**config.mk**
```make
export PLATFORM = sky130hd
export DESIGN_NAME = load_store_unit
export DESIGN_NICKNAME = d
export VERILOG_FILES = /design/src/rtl/load_store_unit.sv
export SDC_FILE = /design/constraint.sdc
export NUM_CORES = 1
export LEC_CHECK = 0
export BUFFER_PORTS_ARGS = -buffer_cell sky130_fd_sc_hd__buf_2
export CAP_MARGIN = 10
export CORE_AREA = 2 2 98 118
export DETAILED_ROUTE_END_ITERATION = 8
export DIE_AREA = 0 0 100 120
export PLACE_DENSITY = 0.8
export SYNTH_ARGS = -nofsm -noshare
export SYNTH_HDL_FRONTEND = slang
export SYNTH_SLANG_ARGS = --single-unit
```
**constraint.sdc**
```tcl
create_clock -name clk -period 2.3 [get_ports clk]
set_input_delay 0.115 -clock clk [delete_from_list [all_inputs] [get_ports clk]]
set_output_delay 0.115 -clock clk [all_outputs]
set_load 0.005 [all_outputs]
```
**src/rtl/load_store_unit.sv**
```systemverilog
// Byte-addressed load/store front end for a word-addressed DEPTH x 32 data memory.
// Turns LB/LH/LW/LBU/LHU/SB/SH/SW requests into word accesses. It checks alignment
// and range, sign- or zero-extends loads, and does read-modify-write for sub-word stores.
// The memory registers its read data on posedge and writes on negedge.
//
// Ports:
//   clk, rst            clock, asynchronous active-low reset
//   req / ready         request valid / unit idle (ready is decoded from state)
//   is_store, op        access kind, funct3 encoding (000 B, 001 H, 010 W, 100 BU, 101 HU)
//   addr, wdata         byte address, store data
//   done, err, rdata    registered completion pulse, error flag, load result
//   mem_write, m_addr,  memory write enable, word index, write data
//   m_w_data, m_r_data  registered read data returned by the memory
module load_store_unit #(
    parameter int unsigned DEPTH = 128,
    parameter int unsigned IDX_W = 7
) (
    input  logic        clk,
    input  logic        rst,
    input  logic        req,
    output logic        ready,
    input  logic        is_store,
    input  logic [2:0]  op,
    input  logic [31:0] addr,
    input  logic [31:0] wdata,
    output logic        done,
    output logic        err,
    output logic [31:0] rdata,
    output logic        mem_write,
    output logic [31:0] m_addr,
    output logic [31:0] m_w_data,
    input  logic [31:0] m_r_data
);

    localparam int unsigned ADDR_LIMIT = 4 * DEPTH;

    localparam logic [2:0] OP_B  = 3'b000;
    localparam logic [2:0] OP_H  = 3'b001;
    localparam logic [2:0] OP_W  = 3'b010;
    localparam logic [2:0] OP_BU = 3'b100;
    localparam logic [2:0] OP_HU = 3'b101;

    typedef enum logic [2:0] {
        IDLE = 3'd0,
        RD   = 3'd1,
        DATA = 3'd2,
        WR   = 3'd3,
        DONE = 3'd4
    } state_t;

    state_t      state, state_nx;
    logic [2:0]  op_q, op_nx;
    logic        is_store_q, is_store_nx;
    logic [1:0]  lane_q, lane_nx;
    logic [15:0] wdata_q, wdata_nx;
    logic        done_nx, err_nx, mem_write_nx;
    logic [31:0] rdata_nx, m_addr_nx, m_w_data_nx;

    logic misaligned_c, range_c, illegal_c, acc_err_c;

    // Pick the addressed lane out of a memory word and extend it to 32 bits.
    function automatic logic [31:0] load_extract(input logic [31:0] w, input logic [2:0] o,
                                                 input logic [1:0] lane);
        logic [7:0]  b;
        logic [15:0] h;
        b = w[{lane, 3'b000} +: 8];
        h = w[{lane[1], 4'b0000} +: 16];
        case (o)
            OP_B:    return {{24{b[7]}}, b};
            OP_H:    return {{16{h[15]}}, h};
            OP_W:    return w;
            OP_BU:   return {24'd0, b};
            OP_HU:   return {16'd0, h};
            default: return 32'd0;
        endcase
    endfunction

    // Replace only the addressed byte/halfword lane of the old word.
    function automatic logic [31:0] store_merge(input logic [31:0] w, input logic [2:0] o,
                                                input logic [1:0] lane, input logic [15:0] d);
        logic [31:0] m;
        m = w;
        if (o == OP_H) m[{lane[1], 4'b0000} +: 16] = d;
        else           m[{lane, 3'b000} +: 8]      = d[7:0];
        return m;
    endfunction

    assign ready = (state == IDLE);

    // Request screening, evaluated against the live inputs on the accept edge.
    always_comb begin
        misaligned_c = ((op == OP_H || op == OP_HU) && addr[0]) ||
                       (op == OP_W && addr[1:0] != 2'b00);
        range_c      = (addr >= 32'(ADDR_LIMIT));
        if (is_store) illegal_c = !(op == OP_B || op == OP_H || op == OP_W);
        else          illegal_c = (op == 3'b011) || (op[2:1] == 2'b11);
        acc_err_c    = misaligned_c || range_c || illegal_c;
    end

    // Next-state and next-output logic.
    always_comb begin
        state_nx     = state;
        op_nx        = op_q;
        is_store_nx  = is_store_q;
        lane_nx      = lane_q;
        wdata_nx     = wdata_q;
        err_nx       = err;
        rdata_nx     = rdata;
        m_addr_nx    = m_addr;
        m_w_data_nx  = m_w_data;

        case (state)
            IDLE: begin
                if (req) begin
                    op_nx       = op;
                    is_store_nx = is_store;
                    lane_nx     = addr[1:0];
                    wdata_nx    = wdata[15:0];
                    err_nx      = acc_err_c;
                    rdata_nx    = 32'd0;
                    if (acc_err_c) begin
                        state_nx = DONE;
                    end else begin
                        m_addr_nx = 32'(addr[IDX_W+1:2]);
                        if (is_store && op == OP_W) begin
                            m_w_data_nx = wdata;
                            state_nx    = WR;
                        end else begin
                            state_nx = RD;
                        end
                    end
                end
            end
            RD:   state_nx = DATA;
            DATA: begin
                if (is_store_q) begin
                    m_w_data_nx = store_merge(m_r_data, op_q, lane_q, wdata_q);
                    state_nx    = WR;
                end else begin
                    rdata_nx = load_extract(m_r_data, op_q, lane_q);
                    state_nx = DONE;
                end
            end
            WR:      state_nx = DONE;
            DONE:    state_nx = IDLE;
            default: state_nx = IDLE;
        endcase

        done_nx      = (state_nx == DONE);
        mem_write_nx = (state_nx == WR);
    end

    // State and registered outputs.
    always_ff @(posedge clk or negedge rst) begin
        if (!rst) begin
            state      <= IDLE;
            op_q       <= 3'd0;
            is_store_q <= 1'b0;
            lane_q     <= 2'd0;
            wdata_q    <= 16'd0;
            done       <= 1'b0;
            err        <= 1'b0;
            rdata      <= 32'd0;
            mem_write  <= 1'b0;
            m_addr     <= 32'd0;
            m_w_data   <= 32'd0;
        end else begin
            state      <= state_nx;
            op_q       <= op_nx;
            is_store_q <= is_store_nx;
            lane_q     <= lane_nx;
            wdata_q    <= wdata_nx;
            done       <= done_nx;
            err        <= err_nx;
            rdata      <= rdata_nx;
            mem_write  <= mem_write_nx;
            m_addr     <= m_addr_nx;
            m_w_data   <= m_w_data_nx;
        end
    end

endmodule

```
Word level (Yosys, flattened, before mapping)
Cells that the tools add are included.

operators by class
  add/sub/neg operators = 2
  $lt $le $gt $ge = 1
  equality and inequality tests = 19
  shift-type cells = 6
  mux-type cells = 18
  bitwise logic cells = 1
  reduce and logical (&&, ||, !) cells = 20

operator list
  operator                                                                                number
  32-bit 2-to-1 mux                                                                       7
  32-bit case mux with 5 select lines                                                     1
  32-bit case mux with 2 select lines                                                     2
  32-bit bitwise mux                                                                      2
  32-bit by 10-bit greater-or-equal comparator with 1-bit output (second input constant)  1
  16-bit by 7-bit variable shift with 32-bit output (first input constant)                1
  8-bit by 7-bit variable shift with 32-bit output (first input constant)                 1
  16-bit by 7-bit indexed part select with 32-bit output                                  1
  32-bit by 6-bit indexed part select with 16-bit output                                  1
  32-bit by 6-bit indexed part select with 8-bit output                                   1
  8-bit by 7-bit indexed part select with 32-bit output                                   1
  3-bit by 2-bit == test with 1-bit output (second input constant)                        6
  5-bit negator with 7-bit output                                                         2
  3-bit == test (second input constant)                                                   4
  3-bit case mux with 4 select lines                                                      1
  3-bit by 1-bit == test with 1-bit output (second input constant)                        3
  3-bit zero test                                                                         3
  3-bit 2-to-1 mux                                                                        3
  2-bit inequality test (second input constant)                                           4
  1-bit logical OR                                                                        7
  3-bit AND reduction                                                                     2
  5-bit AND reduction                                                                     1
  2-bit nonzero test                                                                      2
  1-bit logical AND                                                                       3
  7 further kinds                                                                         7

word-level totals
  register bits after elaboration = 99
  bits of input ports = 103
  output and inout bits = 100
  logic and storage cells = 78

Depth between registers and ports, before layout
  depth in word-level cells = 10
  depth in mapped cells = 8
  gate-level depth less buffers = 7

Worst setup path before layout
Ideal clock, no wire load.

  path kind = register to register
  start = register lane_q[1]
  end = register m_w_data[10]
  data arrival time = 1909 ps
  setup slack = 326 ps
  cell stages (with the launch flop) = 8
  path buffers = 0
  period minus slack after synthesis = 1974 ps
  path through = dfrtp_1 -> inv_1 -> ha_1 -> nand3_1 -> nor3_1 -> a221oi_1 -> a21oi_1 -> mux2_1

between the ends
  cells in the longest elaborated chain, start to end = 6

ends and longest elaborated chain
  what                                                                                  line    RTL
  from (decl)                                                                           54      logic [1:0] lane_q, lane_nx;
  from (signal assigned)                                                                171     lane_q <= lane_nx;
  5-bit negator with 7-bit output, on equally long branches                             83, 84
  16-bit by 7-bit indexed part select with 32-bit output, or another cell as far along  83      if (o == OP_H) m[{lane[1], 4'b0000} +: 16] = d;
  32-bit bitwise mux, on equally long branches                                          83, 84
  32-bit 2-to-1 mux (*)                                                                 83
  32-bit 2-to-1 mux (*)                                                                 136     if (is_store_q) begin
  32-bit case mux with 2 select lines (*)                                               112     case (state)
  to (signal assigned)                                                                  178     m_w_data <= m_w_data_nx;
  to (decl)                                                                             31      output logic [31:0] m_w_data,

Mark *: on every way between the ends. The rest lies on a longest branch, timed or not. The select of a mux whose other input is x is not followed.
A chain may end at the register's enable or synchronous reset.

Worst setup path after layout
  start = register op_q[1]
  end = register m_w_data[19]

between the ends
  cells in the longest elaborated chain, start to end = 4

ends and longest elaborated chain
  what                                      line  RTL
  from (decl)                               52    logic [2:0] op_q, op_nx;
  from (signal assigned)                    169   op_q <= op_nx;
  3-bit by 1-bit == test with 1-bit output  83
  32-bit 2-to-1 mux                         83
  32-bit 2-to-1 mux                         136
  32-bit case mux with 2 select lines       112

Every way passes these cells. The select of a mux whose other input is x is not followed.

==> flow_summary.html <==
<table>
<tr><th>Metric</th><th>Value</th></tr>
<tr><th colspan="2">Run status</th></tr>
<tr><td>Outcome</td><td>finished clean</td></tr>
<tr><th colspan="2">Power</th></tr>
<tr><td>Worst-case vdd ir drop</td><td>0.000360 V</td></tr>
<tr><td>Part of the power in the clock network</td><td>a little over a third</td></tr>
<tr><td>Net switching power figure</td><td>about 1200 uW</td></tr>
<tr><td>Power after layout</td><td>roughly 4100 uW</td></tr>
<tr><td>Relative contribution of combinational cells to total power</td><td>a little under a fifth</td></tr>
<tr><td>Sequential share of power</td><td>46.3%</td></tr>
<tr><td>Power per standard cell area</td><td>625 nW/um^2</td></tr>
<tr><td>Internal cell power</td><td>slightly below 3000 uW</td></tr>
<tr><td>Switch share</td><td>approximately 30%</td></tr>
<tr><td>Leak Pwr</td><td>0.00349 uW</td></tr>
<tr><th colspan="2">STA</th></tr>
<tr><td>Share of the cycle needed by the critical path after routing</td><td>95.5%</td></tr>
<tr><td>Hold_ws</td><td>0.0118 ns</td></tr>
<tr><td>Setup-failing EPs final</td><td>0</td></tr>
<tr><td>Final hold violations</td><td>0</td></tr>
<tr><td>Max-slew violations</td><td>0</td></tr>
<tr><td>Final Skew</td><td>roughly 0.009 ns</td></tr>
<tr><td>Relative slew slack</td><td>approximately 50%</td></tr>
<tr><td>Max Freq</td><td>~460 MHz</td></tr>
<tr><td>Actual transition at the worst max-transition pin</td><td>0.751 ns</td></tr>
<tr><td>Setup TNS after final layout</td><td>0 ns</td></tr>
<tr><td>Fin crit period</td><td>2.20 ns</td></tr>
<tr><td>RSZ-0062 raised after global routing</td><td>false</td></tr>
<tr><th colspan="2">Critical path</th></tr>
<tr><td>Required arrival time at the worst endpoint</td><td>2.57 ns</td></tr>
<tr><td>Startpoint kind of the worst setup timing path</td><td>flip-flop</td></tr>
<tr><td>Highest fanout seen on the critical path</td><td>8</td></tr>
<tr><td>Critical Path AT</td><td>about 2.5 ns</td></tr>
<tr><td>Nature of the critical path endpoint</td><td>flip-flop</td></tr>
<tr><td>Flop2flop setup slack</td><td>just over 0.1 ns</td></tr>
<tr><td>Critical Setup Path Class</td><td>flip-flop to flip-flop</td></tr>
<tr><th colspan="2">Clocking</th></tr>
<tr><td>Clock insertion delay at the later pin of the skew report</td><td>0.34 ns</td></tr>
<tr><td>Max H-tree Level</td><td>3</td></tr>
<tr><td>Total CTS buffers</td><td>9</td></tr>
<tr><td>Clock sink count</td><td>99</td></tr>
<tr><td>Max clock buf depth</td><td>2</td></tr>
<tr><td>Register clock-pin slew on the reported worst setup and hold paths</td><td>approximately 0.070 ns</td></tr>
<tr><td>CTS tree</td><td>yes</td></tr>
<tr><td>Cell at the root of the clock tree</td><td>clkbuf_16</td></tr>
<tr><th colspan="2">Route</th></tr>
<tr><td>Vias per cell</td><td>between 5 and 6</td></tr>
<tr><td>Initial drt markers</td><td>~480</td></tr>
<tr><td>Routed wirelength normalized by instance count</td><td>between 20 and 25 um</td></tr>
<tr><td>First-pass detailed-route iteration total</td><td>7</td></tr>
<tr><td>Wire length reported by the detailed router</td><td>about 16,000 um</td></tr>
<tr><td>Via count of the routed design</td><td>~4,700</td></tr>
<tr><td>Number of design rule violations left after detail routing</td><td>0</td></tr>
<tr><td>Antenna violation net count after detailed routing</td><td>0</td></tr>
<tr><th colspan="2">Synthesis</th></tr>
<tr><td>Total of warnings raised by yosys</td><td>0</td></tr>
<tr><td>Area of the mapped netlist</td><td>5210 um^2</td></tr>
<tr><td>Ys async rst share</td><td>100%</td></tr>
<tr><td>Largest area contributor in the netlist</td><td>dfrtp_1</td></tr>
<tr><td>Gate count of the mapped netlist</td><td>between 400 and 500</td></tr>
<tr><td>Sequential-to-total area share from yosys stat</td><td>47.6%</td></tr>
<tr><td>Area contributors post-synth</td><td>dfrtp_1, mux2_1, o2bb2ai_1, a222oi_1, a221oi_1</td></tr>
<tr><td>Number of different library cells in the post-synthesis netlist</td><td>between 40 and 50</td></tr>
<tr><td>Predominant post-synthesis flop cell</td><td>dfrtp_1</td></tr>
<tr><td>Count of flip-flops with a built-in enable after synthesis</td><td>0</td></tr>
<tr><td>Post-Synthesis Mean Instance Area</td><td>11.2 um^2</td></tr>
<tr><td>#FFs+latches synth</td><td>99</td></tr>
<tr><td>Proportion of netlist area held by the largest area contributor</td><td>a little under half</td></tr>
<tr><th colspan="2">Flow run</th></tr>
<tr><td>Max-cap violation count</td><td>0</td></tr>
<tr><th colspan="2">Floorplan</th></tr>
<tr><td>Core footprint</td><td>roughly 11,000 um^2</td></tr>
<tr><td>Die outline width</td><td>100 um</td></tr>
<tr><td>Starting Density</td><td>a little under half</td></tr>
<tr><td>Site Rows</td><td>42</td></tr>
<tr><td>IO Count</td><td>a little over 200</td></tr>
<tr><td>Die Y-Extent</td><td>~120 um</td></tr>
<tr><td>Die Footprint</td><td>approximately 12,000 um^2</td></tr>
<tr><th colspan="2">Global route</th></tr>
<tr><td>Global-route usage over all layers</td><td>approximately 27%</td></tr>
<tr><td>Largest net degree at the start of global routing</td><td>60</td></tr>
<tr><td>First-pass GRT wire length</td><td>~25,000 um</td></tr>
<tr><td>Residual overflow from global routing</td><td>0</td></tr>
<tr><td>Via count of the first global-routing pass</td><td>around 4,700</td></tr>
<tr><td>Number of antenna violations at the first check in global routing</td><td>0</td></tr>
<tr><th colspan="2">Placement</th></tr>
<tr><td>Detailed placer's ending HPWL</td><td>~12,000 um</td></tr>
<tr><td>Number of instances in the placed design</td><td>approximately 770</td></tr>
<tr><td>Port Buf Inserts</td><td>around 180</td></tr>
<tr><td>Post-place instance area</td><td>between 6000 and 7000 um^2</td></tr>
<tr><td>Placer Congestion</td><td>0.914</td></tr>
<tr><th colspan="2">Cells and area</th></tr>
<tr><td>Syn-to-layout area delta</td><td>27.2%</td></tr>
<tr><td>Total Nets Final</td><td>between 700 and 800</td></tr>
<tr><td>Fraction of final layout cells sized beyond drive strength 1</td><td>between 30% and 40%</td></tr>
<tr><td>Filler-free cell count of the finished design</td><td>793</td></tr>
<tr><td>Design Area, Final</td><td>roughly 6600 um^2</td></tr>
<tr><td>Antenna diode instance count</td><td>0</td></tr>
<tr><td>Fill cells</td><td>a little over 900</td></tr>
<tr><th colspan="2">Min path</th></tr>
<tr><td>Min-delay worst type</td><td>input port to flip-flop</td></tr>
</table>
## placed cells by master (no fill, tap or decap), types with 7 or more instances in the layout
cell type | netlist | layout
nand2_1 | 26 | 26
mux2i_1 | 17 | 17
o2bb2ai_1 | 32 | 32
conb_1 | 1 | 25
dlygate4sd3_1 | 0 | 10
nor4_1 | 7 | 7
a21oi_1 | 27 | 27
dfrtp_1 | 99 | 99
nor2_1 | 30 | 29
buf_4 | 25 | 23
clkbuf_16 | 0 | 9
inv_1 | 19 | 19
mux2_1 | 40 | 40
a222oi_1 | 24 | 24
buf_2 | 14 | 176
a221oi_1 | 25 | 25
a21oi_2 | 9 | 9
mux2_2 | 9 | 9
## registers in the layout, indices dropped and copies added, names as in the netlist
register and count:
err 1, done 1, rdata 32, m_addr 7, op_q 3, state 3
m_w_data 32, wdata_q 16, is_store_q 1, mem_write 1, lane_q 2
## path summary, 6_finish.rpt
| kind | cells past startpoint | startpoint | end |
|---|---|---|---|
| worst min-delay path | 2 | addr[3] | m_addr[1] |
| min in group asynchronous | 2 | rst | m_w_data[4] |
| max in group asynchronous | 3 | rst | lane_q[0] |
| worst max-delay path | 5 | op_q[1] | m_w_data[19] |
| worst min register to register | 1 | rdata[23] | rdata[23] |
| worst max register to register | 5 | op_q[1] | m_w_data[19] |
## power by group through the flow
stage                     Sequential [uW]  Clock [uW]  Combinational, uW
after detailed placement             1950           0                749
final                                1920        1450                779
after floorplan                      1900           0                465
after CTS                            1910        1480                767
after global routing                 1920        1550                852
after global placement               1950           0                742
## cell type report
type | count | area (um^2) | share of cell area [%]
flip-flops and latches | 99 | 2480 | 37.4
multi-input cells | 316 | 2450 | 37.0
repair buffers | 210 | 1170 | 17.7
clock buffers | 10 | 239 | 3.61
well taps | 132 | 165 | 2.49
inverters | 20 | 75.1 | 1.13
clock inverters | 6 | 48.8 | 0.736
## cells in the mapped netlist, drive strengths merged (2+ instances only)
cell     number
a41oi         2
o2bb2ai      32
nand2        26
mux2         49
mux2i        17
a221oi       25
buf          42
and2          3
a211oi        2
o21ai         6
nor4          8
nor3          7
a222oi       24
nand2b        4
ha            5
inv          20
a21oi        36
dfrtp        99
clkbuf       11
nor2         30
## critical path, stage by stage, from the launching register on
cell	delay, ns
dfrtp_1	0.46
or3b_1	0.48
buf_4	0.19
a211oi_2	0.57
a222oi_1	0.26
mux2i_1	0.16
## what timing repair did
item / in CTS / in global routing
setup buffers: 0 / 0
endpoints found under the hold margin: 49 / 0
hold buffers: 10 / 0
resized for setup: 1 / 2
setup endpoints to repair: 8 / 8
## per-layer routing
| metal | GRT usage (%) | share of wire, % |
|---|---|---|
| met1 | 34.1 | 39 |
| met2 | 44.3 | 49 |
| met3 | 4.02 | 7.1 |
| met4 | 14.0 | 4.4 |
| met5 | 0 | 0 |
## kinds of logic after synthesis
| logic type | after synthesis | synth area share [%] |
|---|---|---|
| AO/OA/AOI/OAI | 133 | 20.9 |
| adder cells (fa/ha/maj) | 5 | 1.20 |
| buffers and inverters | 73 | 7.68 |
| flip-flops | 99 | 47.6 |
| multiplexers | 67 | 14.3 |
| other | 1 | 0.0720 |
| AND/OR/NAND/NOR | 86 | 8.26 |
## metrics by stage
stage               util, %  setup slack, ns
floorplan                 -            0.326
finish                 60.6            0.103
detailed placement     56.9          -0.0946
CTS                    60.5           0.0373
global route           60.6           0.0323
global placement       56.9        -0.000352
Power figures use the tool's default switching activity.
